==> src/rtl/dma_axi_rd_resp.sv <==
// AXI4 read-response engine for the DMA: queues AR requests, walks each burst
// against a 1-cycle-latency SRAM and returns R beats through a 2-entry skid.
module dma_axi_rd_resp #(
  parameter int unsigned DATA_WIDTH = 32,
  parameter int unsigned ID_WIDTH   = 8,
  parameter int unsigned MEM_WORDS  = 1024,
  parameter int unsigned TXN_BUFF   = 8
) (
  input  logic                         clk,
  input  logic                         rst_n,
  input  logic [ID_WIDTH-1:0]          arid,
  input  logic [31:0]                  araddr,
  input  logic [7:0]                   arlen,
  input  logic [2:0]                   arsize,
  input  logic [1:0]                   arburst,
  input  logic                         arvalid,
  output logic                         arready,
  output logic [ID_WIDTH-1:0]          rid,
  output logic [DATA_WIDTH-1:0]        rdata,
  output logic [1:0]                   rresp,
  output logic                         rlast,
  output logic                         rvalid,
  input  logic                         rready,
  output logic                         mem_rd_en,
  output logic [$clog2(MEM_WORDS)-1:0] mem_addr,
  input  logic [DATA_WIDTH-1:0]        mem_rdata
);

  localparam int unsigned AW       = $clog2(MEM_WORDS);
  localparam int unsigned BYTE_LSB = $clog2(DATA_WIDTH / 8);
  localparam int unsigned QW       = $clog2(TXN_BUFF);
  localparam int unsigned CW       = QW + 1;

  localparam logic [0:0] S_IDLE  = 1'b0;
  localparam logic [0:0] S_BURST = 1'b1;

  localparam logic [1:0] RESP_OKAY   = 2'b00;
  localparam logic [1:0] RESP_SLVERR = 2'b10;

  typedef struct packed {
    logic [ID_WIDTH-1:0] id;
    logic [31:0]         addr;
    logic [7:0]          len;
    logic [2:0]          size;
    logic [1:0]          burst;
  } ar_t;

  typedef struct packed {
    logic [ID_WIDTH-1:0]   id;
    logic [DATA_WIDTH-1:0] data;
    logic [1:0]            resp;
    logic                  last;
  } r_t;

  // AR queue
  ar_t           q_mem [TXN_BUFF];
  logic [QW-1:0] q_wr, q_rd;
  logic [CW-1:0] q_cnt, q_cnt_nxt;
  logic          q_empty, push, pop;
  ar_t           head, ar_in;

  // burst engine
  logic [0:0]    state_q, state_d;
  ar_t           cur_q, cur_d;
  logic [7:0]    beat_q, beat_d;
  ar_t           desc;
  logic [7:0]    beat;
  logic          have, issue, credit_ok, last_beat, beat_err, len_ok;
  logic [31:0]   nbytes, aligned, step, wrap_bytes, wrap_base, wrap_off;
  logic [31:0]   beat_addr, word;

  // in-flight beat and skid buffer
  logic                if_valid_q, if_err_q, if_last_q;
  logic [ID_WIDTH-1:0] if_id_q;
  r_t                  beat_in, buf0_q, buf1_q, r_out;
  logic [1:0]          buf_cnt, occ;
  logic                fire;

  assign ar_in   = {arid, araddr, arlen, arsize, arburst};
  assign push    = arvalid && arready;
  assign q_empty = (q_cnt == '0);
  assign head    = q_mem[q_rd];
  assign q_cnt_nxt = q_cnt + CW'(push) - CW'(pop);

  // Queue storage; entries are only read once counted, so no reset needed
  always_ff @(posedge clk) begin
    if (push) q_mem[q_wr] <= ar_in;
  end

  // Queue pointers, occupancy and registered ready (no push/pop bypass when full)
  always_ff @(posedge clk or negedge rst_n) begin
    if (!rst_n) begin
      q_wr    <= '0;
      q_rd    <= '0;
      q_cnt   <= '0;
      arready <= 1'b0;
    end else begin
      if (push) q_wr <= q_wr + QW'(1);
      if (pop)  q_rd <= q_rd + QW'(1);
      q_cnt   <= q_cnt_nxt;
      arready <= (q_cnt_nxt != CW'(TXN_BUFF));
    end
  end

  // Select the descriptor for this cycle's beat: queue head from IDLE, else current burst
  always_comb begin
    desc = cur_q;
    beat = beat_q;
    have = 1'b1;
    if (state_q == S_IDLE) begin
      desc = head;
      beat = 8'd0;
      have = !q_empty;
    end
  end

  // Beat address, word index and error classification
  always_comb begin
    nbytes     = 32'd1 << desc.size;
    aligned    = desc.addr & ~(nbytes - 32'd1);
    step       = 32'(beat) << desc.size;
    wrap_bytes = (32'(desc.len) + 32'd1) << desc.size;
    wrap_base  = desc.addr & ~(wrap_bytes - 32'd1);
    wrap_off   = (aligned - wrap_base + step) & (wrap_bytes - 32'd1);
    case (desc.burst)
      2'b00:   beat_addr = desc.addr;
      2'b10:   beat_addr = wrap_base + wrap_off;
      default: beat_addr = aligned + step;
    endcase
    word      = beat_addr >> BYTE_LSB;
    len_ok    = (desc.len == 8'd1) || (desc.len == 8'd3) ||
                (desc.len == 8'd7) || (desc.len == 8'd15);
    beat_err  = (desc.size > 3'(BYTE_LSB)) || (desc.burst == 2'b11) ||
                ((desc.burst == 2'b10) && !len_ok) || (word >= 32'(MEM_WORDS));
    last_beat = (beat == desc.len);
  end

  // A beat may issue only while buffered plus in-flight beats stay below two
  assign occ       = buf_cnt + {1'b0, if_valid_q};
  assign credit_ok = (occ < 2'd2);
  assign issue     = have && credit_ok;
  assign mem_rd_en = issue && !beat_err;
  assign mem_addr  = mem_rd_en ? word[AW-1:0] : '0;

  // Burst FSM next state; the next head is popped on the last beat so bursts abut
  always_comb begin
    state_d = state_q;
    cur_d   = cur_q;
    beat_d  = beat_q;
    pop     = 1'b0;
    case (state_q)
      S_IDLE: begin
        if (!q_empty) begin
          pop   = 1'b1;
          cur_d = head;
          if (issue && last_beat) begin
            state_d = S_IDLE;
            beat_d  = 8'd0;
          end else begin
            state_d = S_BURST;
            beat_d  = issue ? 8'd1 : 8'd0;
          end
        end
      end
      S_BURST: begin
        if (issue) begin
          if (last_beat) begin
            beat_d = 8'd0;
            if (!q_empty) begin
              pop   = 1'b1;
              cur_d = head;
            end else begin
              state_d = S_IDLE;
            end
          end else begin
            beat_d = beat_q + 8'd1;
          end
        end
      end
      default: state_d = S_IDLE;
    endcase
  end

  // Burst FSM state register
  always_ff @(posedge clk or negedge rst_n) begin
    if (!rst_n) begin
      state_q <= S_IDLE;
      cur_q   <= '0;
      beat_q  <= 8'd0;
    end else begin
      state_q <= state_d;
      cur_q   <= cur_d;
      beat_q  <= beat_d;
    end
  end

  // Side information for the beat whose SRAM data arrives next cycle
  always_ff @(posedge clk or negedge rst_n) begin
    if (!rst_n) begin
      if_valid_q <= 1'b0;
      if_err_q   <= 1'b0;
      if_last_q  <= 1'b0;
      if_id_q    <= '0;
    end else begin
      if_valid_q <= issue;
      if_err_q   <= beat_err;
      if_last_q  <= last_beat;
      if_id_q    <= desc.id;
    end
  end

  // In-flight beat as seen this cycle, with SRAM data merged in
  always_comb begin
    beat_in.id   = if_id_q;
    beat_in.data = if_err_q ? '0 : mem_rdata;
    beat_in.resp = if_err_q ? RESP_SLVERR : RESP_OKAY;
    beat_in.last = if_last_q;
  end

  // R output: oldest buffered beat first, else the in-flight beat passes straight through
  always_comb begin
    r_out = '0;
    if (buf_cnt != 2'd0) r_out = buf0_q;
    else if (if_valid_q) r_out = beat_in;
  end

  assign rvalid = (buf_cnt != 2'd0) || if_valid_q;
  assign fire   = rvalid && rready;
  assign rid    = r_out.id;
  assign rdata  = r_out.data;
  assign rresp  = r_out.resp;
  assign rlast  = r_out.last;

  // Skid buffer: keeps unaccepted beats in order so a stall loses nothing
  always_ff @(posedge clk or negedge rst_n) begin
    if (!rst_n) begin
      buf_cnt <= 2'd0;
      buf0_q  <= '0;
      buf1_q  <= '0;
    end else begin
      case (buf_cnt)
        2'd0: begin
          if (if_valid_q && !fire) begin
            buf0_q  <= beat_in;
            buf_cnt <= 2'd1;
          end
        end
        2'd1: begin
          if (fire) begin
            if (if_valid_q) buf0_q <= beat_in;
            else            buf_cnt <= 2'd0;
          end else if (if_valid_q) begin
            buf1_q  <= beat_in;
            buf_cnt <= 2'd2;
          end
        end
        default: begin
          if (fire) begin
            buf0_q  <= buf1_q;
            buf_cnt <= 2'd1;
          end
        end
      endcase
    end
  end

endmodule
==> config.mk <==
export PLATFORM = sky130hd
export DESIGN_NAME = dma_axi_rd_resp
export DESIGN_NICKNAME = d
export VERILOG_FILES = /design/src/rtl/dma_axi_rd_resp.sv
export SDC_FILE = /design/constraint.sdc
export NUM_CORES = 1
export LEC_CHECK = 0
export ABC_CLOCK_PERIOD_IN_PS = 10500
export CAP_MARGIN = 20
export CORE_ASPECT_RATIO = 1.1
export CORE_UTILIZATION = 55
export CTS_CLUSTER_SIZE = 20
export DETAILED_ROUTE_END_ITERATION = 16
export GPL_TIMING_DRIVEN = 1
export PLACE_DENSITY_LB_ADDON = 0.1
export SKIP_LAST_GASP = 1
export SLEW_MARGIN = 5
export SYNTH_ARGS = -nofsm -noshare
export SYNTH_HDL_FRONTEND = slang
export SYNTH_SLANG_ARGS = --single-unit
export TNS_END_PERCENT = 100
==> constraint.sdc <==
create_clock -name clk -period 10.5 [get_ports clk]
set_input_delay 1.575 -clock clk [delete_from_list [all_inputs] [get_ports clk]]
set_output_delay 1.575 -clock clk [all_outputs]
set_load 0.005 [all_outputs]
# Word-level counts from Yosys, hierarchy flattened
# Memory sizes are Yosys's and may differ from the RTL's.
# Cells that the tools add are included.
# totals
ff_bits	172
latch_bits	0
ramBits	424
mem_bits_ro	0
in_bits	89
n_memories	1
# classes
addsub	13
mul	0
div_mod_pow	0
magnitude_cmp	3
n_eq_ne	17
shift	3
mux	41
bitwise_logic	7
n_reduce_logical	29
# mem_list
memory	depth	word_bits	rd	rd_clocked_by_memory_dff	wr	line	text
q_mem	8	53	1	0	1	56	ar_t q_mem [TXN_BUFF];
# ops
cell	n
43-bit two-way mux	6
53-bit two-way mux	4
53-bit one-hot mux with 2 select lines	1
32-bit adder	3
32-bit bitwise AND	3
43-bit one-hot mux with 2 select lines	1
32-bit NOT	2
32-bit one-hot mux with 2 select lines	1
32-bit by 1-bit subtractor with 32-bit output (second input constant)	2
32-bit two-way mux	1
8-bit two-way mux	4
1-bit by 3-bit left shift with 32-bit output (first input constant)	1
8-bit by 3-bit left shift with 32-bit output	1
9-bit by 3-bit left shift with 32-bit output	1
32-bit subtractor	1
30-bit by 11-bit >= comparator with 1-bit output (second input constant)	1
8-bit one-hot mux with 2 select lines	1
1-bit two-way mux	12
2-bit two-way mux	6
10-bit two-way mux	1
8-bit by 1-bit adder with 9-bit output (second input constant)	1
8-bit by 1-bit adder with 8-bit output (second input constant)	1
8-bit by 1-bit equality test with 1-bit output (second input constant)	1
8-bit by 2-bit equality test with 1-bit output (second input constant)	1
28 further kinds	56

# Longest topological paths before layout
# An unclocked memory read counts as a cell.
# depth
ltp_word	17
mapped_depth	47
mapped_depth_nobuf	44

# Worst setup path before layout
# No wires, ideal clock.
# synth_timing
path_type	register -> output
from	reg q_rd[0]
to	out mem_addr[0]
arrival_time_ps	9727
path_slack_ps	-802
stages_incl_launch_ff	42
path_buffers	11
path_cell_list	dfrtp_1 buf_6 buf_12 buf_4 buf_2 buf_2 buf_2 buf_2 clkbuf_1 buf_2 clkbuf_1 mux4_2 mux2_2 mux2i_1 nor4_1 ha_1 inv_1 ha_1 (+6 left out) a31oi_1 nor3_1 o31a_1 o21ai_0 nand2b_1 a21oi_1 nor2b_1 o21ai_0 nand2b_1 a21oi_1 xor2_1 nor2_1 ha_1 a311o_1 a31oi_1 a41oi_1 buf_2 nor4_2
# synth_via
elab_chain_len	17
word_cells_on_any_way	38
# synth_lines
item	line	text
start, declared	57	logic [QW-1:0] q_wr, q_rd;
start signal, assigned	99	if (pop) q_rd <= q_rd + QW'(1);
memory read 8 x 53 bit *	--	
53-bit two-way mux *	110	if (state_q == S_IDLE) begin
8-bit by 1-bit adder with 9-bit output	122	wrap_bytes = (32'(desc.len) + 32'd1) << desc.size;
9-bit by 3-bit left shift with 32-bit output	122	
32-bit by 1-bit subtractor with 32-bit output	123, 124	
32-bit NOT	123	wrap_base = desc.addr & ~(wrap_bytes - 32'd1);
32-bit bitwise AND	123	
32-bit subtractor	124	wrap_off = (aligned - wrap_base + step) & (wrap_bytes - 32'd1);
32-bit adder	124	
32-bit bitwise AND	124	
32-bit adder	127	2'b10: beat_addr = wrap_base + wrap_off;
32-bit one-hot mux with 2 select lines	125	case (desc.burst)
30-bit by 11-bit >= comparator with 1-bit output	134	((desc.burst == 2'b10) && !len_ok) || (word >= 32'(MEM_WORDS));
1-bit logical OR	134	
1-bit zero test	142	assign mem_rd_en = issue && !beat_err;
1-bit logical AND	142	
10-bit two-way mux *	143	assign mem_addr = mem_rd_en ? word[AW-1:0] : '0;
end, declared	25	output logic [$clog2(MEM_WORDS)-1:0] mem_addr,
# Every way passes the cells marked *; elsewhere a longest branch is shown, timed or not.

# Worst setup path in the final report
# layout_timing
from	reg q_rd[0]
to	out mem_addr[9]
# Same word-level chain as after synthesis.

==> results.yml <==
detailed_routing:
  detail_route.wl_per_cell_um: 21.7
  detailedRoute.firstPassIterationCount: 6
  drt_iter0_drc: 1998
  antenna_left: 0
  via_count: 22400
  vias_per_cell: 5.96
  wirelength_mm: 81.5
  drcViolationCount: 0
cells_and_area:
  final_core_utilization_pct: 68.9
  area.growth.synth_to_final_pct: 23.5
  finalNetCount: 3169
  layout_commonest_cell: "sky130_fd_sc_hd__edfxtp_1"
  layout-drive-gt1-share_pct: 29.5
  fin_cells: 3758
  antenna-diode-count: 0
  most-common-layout-cells: "sky130_fd_sc_hd__edfxtp_1 (424), sky130_fd_sc_hd__buf_4 (361), sky130_fd_sc_hd__nand2_1 (217), sky130_fd_sc_hd__nor2_1 (168), sky130_fd_sc_hd__dfrtp_1 (165)"
clock_network:
  clkLatencyLatePin_ns: 0.62
  h-tree-depth: 2
  clock_transition_at_path_regs_ns: 0.06
  cts_inserted_buffers: 57
  cts_tree: "yes"
  numClockSinks: 594
  cts_buffer_depth: 3
  ctsRootBufferMaster: "sky130_fd_sc_hd__clkbuf_16"
synthesis:
  synth_xor_area_share_pct: 2.21
  synthFlopType: "sky130_fd_sc_hd__edfxtp_1"
  synthesis.instances: 2514
  total_of_flip_flops_plus_latches_after_synthesis: 594
  ys.warnings.count: 0
  post_synth.cell_area_avg_um2: 12.5
  synth_edf_count: 424
  async_flop_share_pct: 28.6
  combinational_family_with_the_most_area_after_synthesis: "multiplexers"
  synth_seq_area_share_pct: 54.1
  yosysUniqueCellTypes: 122
  synth_compound_gate_area_share_pct: 11.5
  synth_fp_nets: 2714
  post_synth_and_or_nand_nor_area_fraction_pct: 10.4
  post_synth_fa_ha_maj_area_fraction_pct: 4.84
  synthMuxAreaShare_pct: 13.9
  post_synth_instance_area_um2: 31400
placed_design:
  io_buffers: 143
  dp.final_hpwl_mm: 53.6
  placed_cells_incl_taps: 3604
  gp_congestion: 0.936
sta:
  worst_relative_slew_slack_pct: 32.1
  final.setup.worst_slack_ns: -0.465
  timing.final.crit_period_ns: 10.96
  fmaxAchievable_mhz: 91.2
  clock_skew_ns: 0.0248
  final_hold_viol_count: 0
  worst_hold_slack_ns: 0.488
  grt_setup_unrepaired: "true"
  tightest_slew_ns: 1.02
  slew_violations: 0
  layout_worst_path_cycle_share_pct: 104
  setup-violations-final: 11
global_routing:
  antenna_found_initial: 1
  globalRoute.totalOverflow: 0
  grt_start_max_net_pins: 116
  vias_in_the_first_global_route: 22300
  groute.usage.overall_pct: 28.1
  grt_first_pass_wirelength_mm: 126
setup_path:
  reg2reg_setup_slack_ns: 1.80
  worst-setup-path-type: "reg2out"
  arrival_ns: 9.39
  critPathRequiredTime_ns: 8.93
  worst-path-max-fanout: 6
  max_stage_delay_ns: 0.51
  cpMaxStageDelayCell: "sky130_fd_sc_hd__dfrtp_4"
  cell_type_with_the_highest_occurrence_count_on_the_critical_path: "sky130_fd_sc_hd__buf_4"
  cp-end-kind: "output pin"
  critical_path.startpoint_type: "flip-flop"
floorplanning:
  initial_utilization_pct: 55.8
  die_area_um2: 58000
  design.core.area_um2: 56200
  dieWidth_um: 230
  row_count: 91
  die_height_um: 253
  io_pins: 145
min_path:
  class_of_the_tightest_hold_or_removal_check: "reg2reg"
run_status:
  status: "complete, but fails checks"
  violations_in_the_final_reports: "setup timing"
run:
  max_cap_viol_count: 0
-- state kept, by name, summed over array words and instances, names as in the netlist, 2 cells and up --
register  flops
q_rd          3
q_wr          3
buf_cnt       2
q_cnt         4
beat_q        8
cur_q        53
if_id_q       8
buf0_q       42
buf1_q       42
q_mem       424
-- synthesized netlist by cell type (9+ instances only) --
| cell type | n | area, um^2 |
|---|---|---|
| sky130_fd_sc_hd__a211oi_1 | 9 | 67.6 |
| sky130_fd_sc_hd__a21o_1 | 22 | 165 |
| sky130_fd_sc_hd__a21oi_1 | 158 | 791 |
| sky130_fd_sc_hd__a22o_1 | 17 | 149 |
| sky130_fd_sc_hd__a31oi_1 | 14 | 87.6 |
| sky130_fd_sc_hd__and2_1 | 21 | 131 |
| sky130_fd_sc_hd__and3_1 | 12 | 75.1 |
| sky130_fd_sc_hd__buf_1 | 19 | 71.3 |
| sky130_fd_sc_hd__buf_2 | 18 | 90.1 |
| sky130_fd_sc_hd__clkbuf_1 | 78 | 293 |
| sky130_fd_sc_hd__dfrtp_1 | 170 | 4250 |
| sky130_fd_sc_hd__edfxtp_1 | 424 | 12700 |
| sky130_fd_sc_hd__fa_1 | 16 | 320 |
| sky130_fd_sc_hd__ha_1 | 95 | 1190 |
| sky130_fd_sc_hd__inv_1 | 94 | 353 |
| sky130_fd_sc_hd__mux2_2 | 139 | 1570 |
| sky130_fd_sc_hd__mux2i_1 | 79 | 791 |
| sky130_fd_sc_hd__mux4_2 | 86 | 1940 |
| sky130_fd_sc_hd__nand2_1 | 224 | 841 |
| sky130_fd_sc_hd__nand2b_1 | 45 | 282 |
| sky130_fd_sc_hd__nand3_1 | 34 | 170 |
| sky130_fd_sc_hd__nand4_1 | 9 | 56.3 |
| sky130_fd_sc_hd__nor2_1 | 176 | 661 |
| sky130_fd_sc_hd__nor2b_1 | 15 | 93.8 |
| sky130_fd_sc_hd__nor3_1 | 37 | 185 |
| sky130_fd_sc_hd__nor4_1 | 14 | 87.6 |
| sky130_fd_sc_hd__nor4_2 | 9 | 113 |
| sky130_fd_sc_hd__o211ai_1 | 9 | 67.6 |
| sky130_fd_sc_hd__o21a_1 | 15 | 113 |
| sky130_fd_sc_hd__o21ai_0 | 120 | 601 |
| sky130_fd_sc_hd__o21bai_1 | 13 | 97.6 |
| sky130_fd_sc_hd__o22ai_1 | 13 | 81.3 |
| sky130_fd_sc_hd__o31a_1 | 15 | 131 |
| sky130_fd_sc_hd__o31ai_1 | 39 | 293 |
| sky130_fd_sc_hd__or2_2 | 9 | 56.3 |
| sky130_fd_sc_hd__or3_1 | 14 | 87.6 |
| sky130_fd_sc_hd__xnor2_1 | 54 | 473 |
| sky130_fd_sc_hd__xor2_1 | 20 | 175 |
-- through the flow --
step                      setup TNS (ns)  setup WS [ns]  area (um^2)
after floorplan                        0         0.0314        31400
after global placement             -7.22         -0.717        35700
after detailed placement           -9.11         -0.885        35800
after CTS                          -3.62         -0.382        38600
after global routing               -9.29         -0.916        38800
final                              -4.13         -0.465        38800
-- final cells by class --
class	instances	area, um^2
Clock inverter	29	339
Tap cell	744	931
Sequential cell	594	17000
Fill cell	4061	17500
Clock buffer	75	1540
Multi-Input combinational cell	1696	14200
Inverter	99	377
Timing Repair Buffer	521	4370
-- cells by family (layout without fill, tap and decap cells) --
group | after synthesis | after routing
AO/OA/AOI/OAI | 535 | 535
other | 1 | 1
buffers and inverters | 224 | 724
XOR/XNOR | 76 | 76
AND/OR/NAND/NOR | 662 | 662
multiplexers | 310 | 310
flip-flops | 594 | 594
adder cells (fa/ha/maj) | 112 | 112
-- per-layer routing --
metal  routed length [um]  vias up  global-route usage [%]  part of all wire (%)
met4                 1700        2                    7.25                   2.1
met5                   13        -                       0                 0.016
met2                39600      631                    46.5                    49
met1                36100    11300                    39.4                    44
li1                     -    10400                       -                     -
met3                 4090      127                    3.47                   5.0
-- critical path, delay by kind of cell (launching register included) --
kind | cells | cell delay (ns)
AO/OA/AOI/OAI | 14 | 3.26
XOR/XNOR | 2 | 0.26
adder cells (fa/ha/maj) | 4 | 1.27
buffers and inverters | 14 | 2.08
flip-flops | 1 | 0.51
multiplexers | 3 | 0.60
AND/OR/NAND/NOR | 6 | 0.78
-- worst paths after layout --
path	from	endpoint	depth (start not counted)
worst min register to register	buf1_q[12]	buf1_q[12]	2
worst max-delay path	q_rd[0]	mem_addr[9]	43
worst min-delay path	buf1_q[12]	buf1_q[12]	2
min in group asynchronous	rst_n	buf0_q[15]	1
max in group asynchronous	rst_n	q_rd[1]	3
worst max register to register	q_rd[0]	if_err_q	42
-- what timing repair did --
action,CTS,global route
buffers inserted,40,7
pin swaps,85,11
gates cloned,2,0
hold buffers,0,0
endpoints found under the setup margin,11,11
resized for setup,172,20
Power is left out: the tool's default activity adds up to more than one toggle a clock period on the data nets, which glitch-free logic cannot reach.
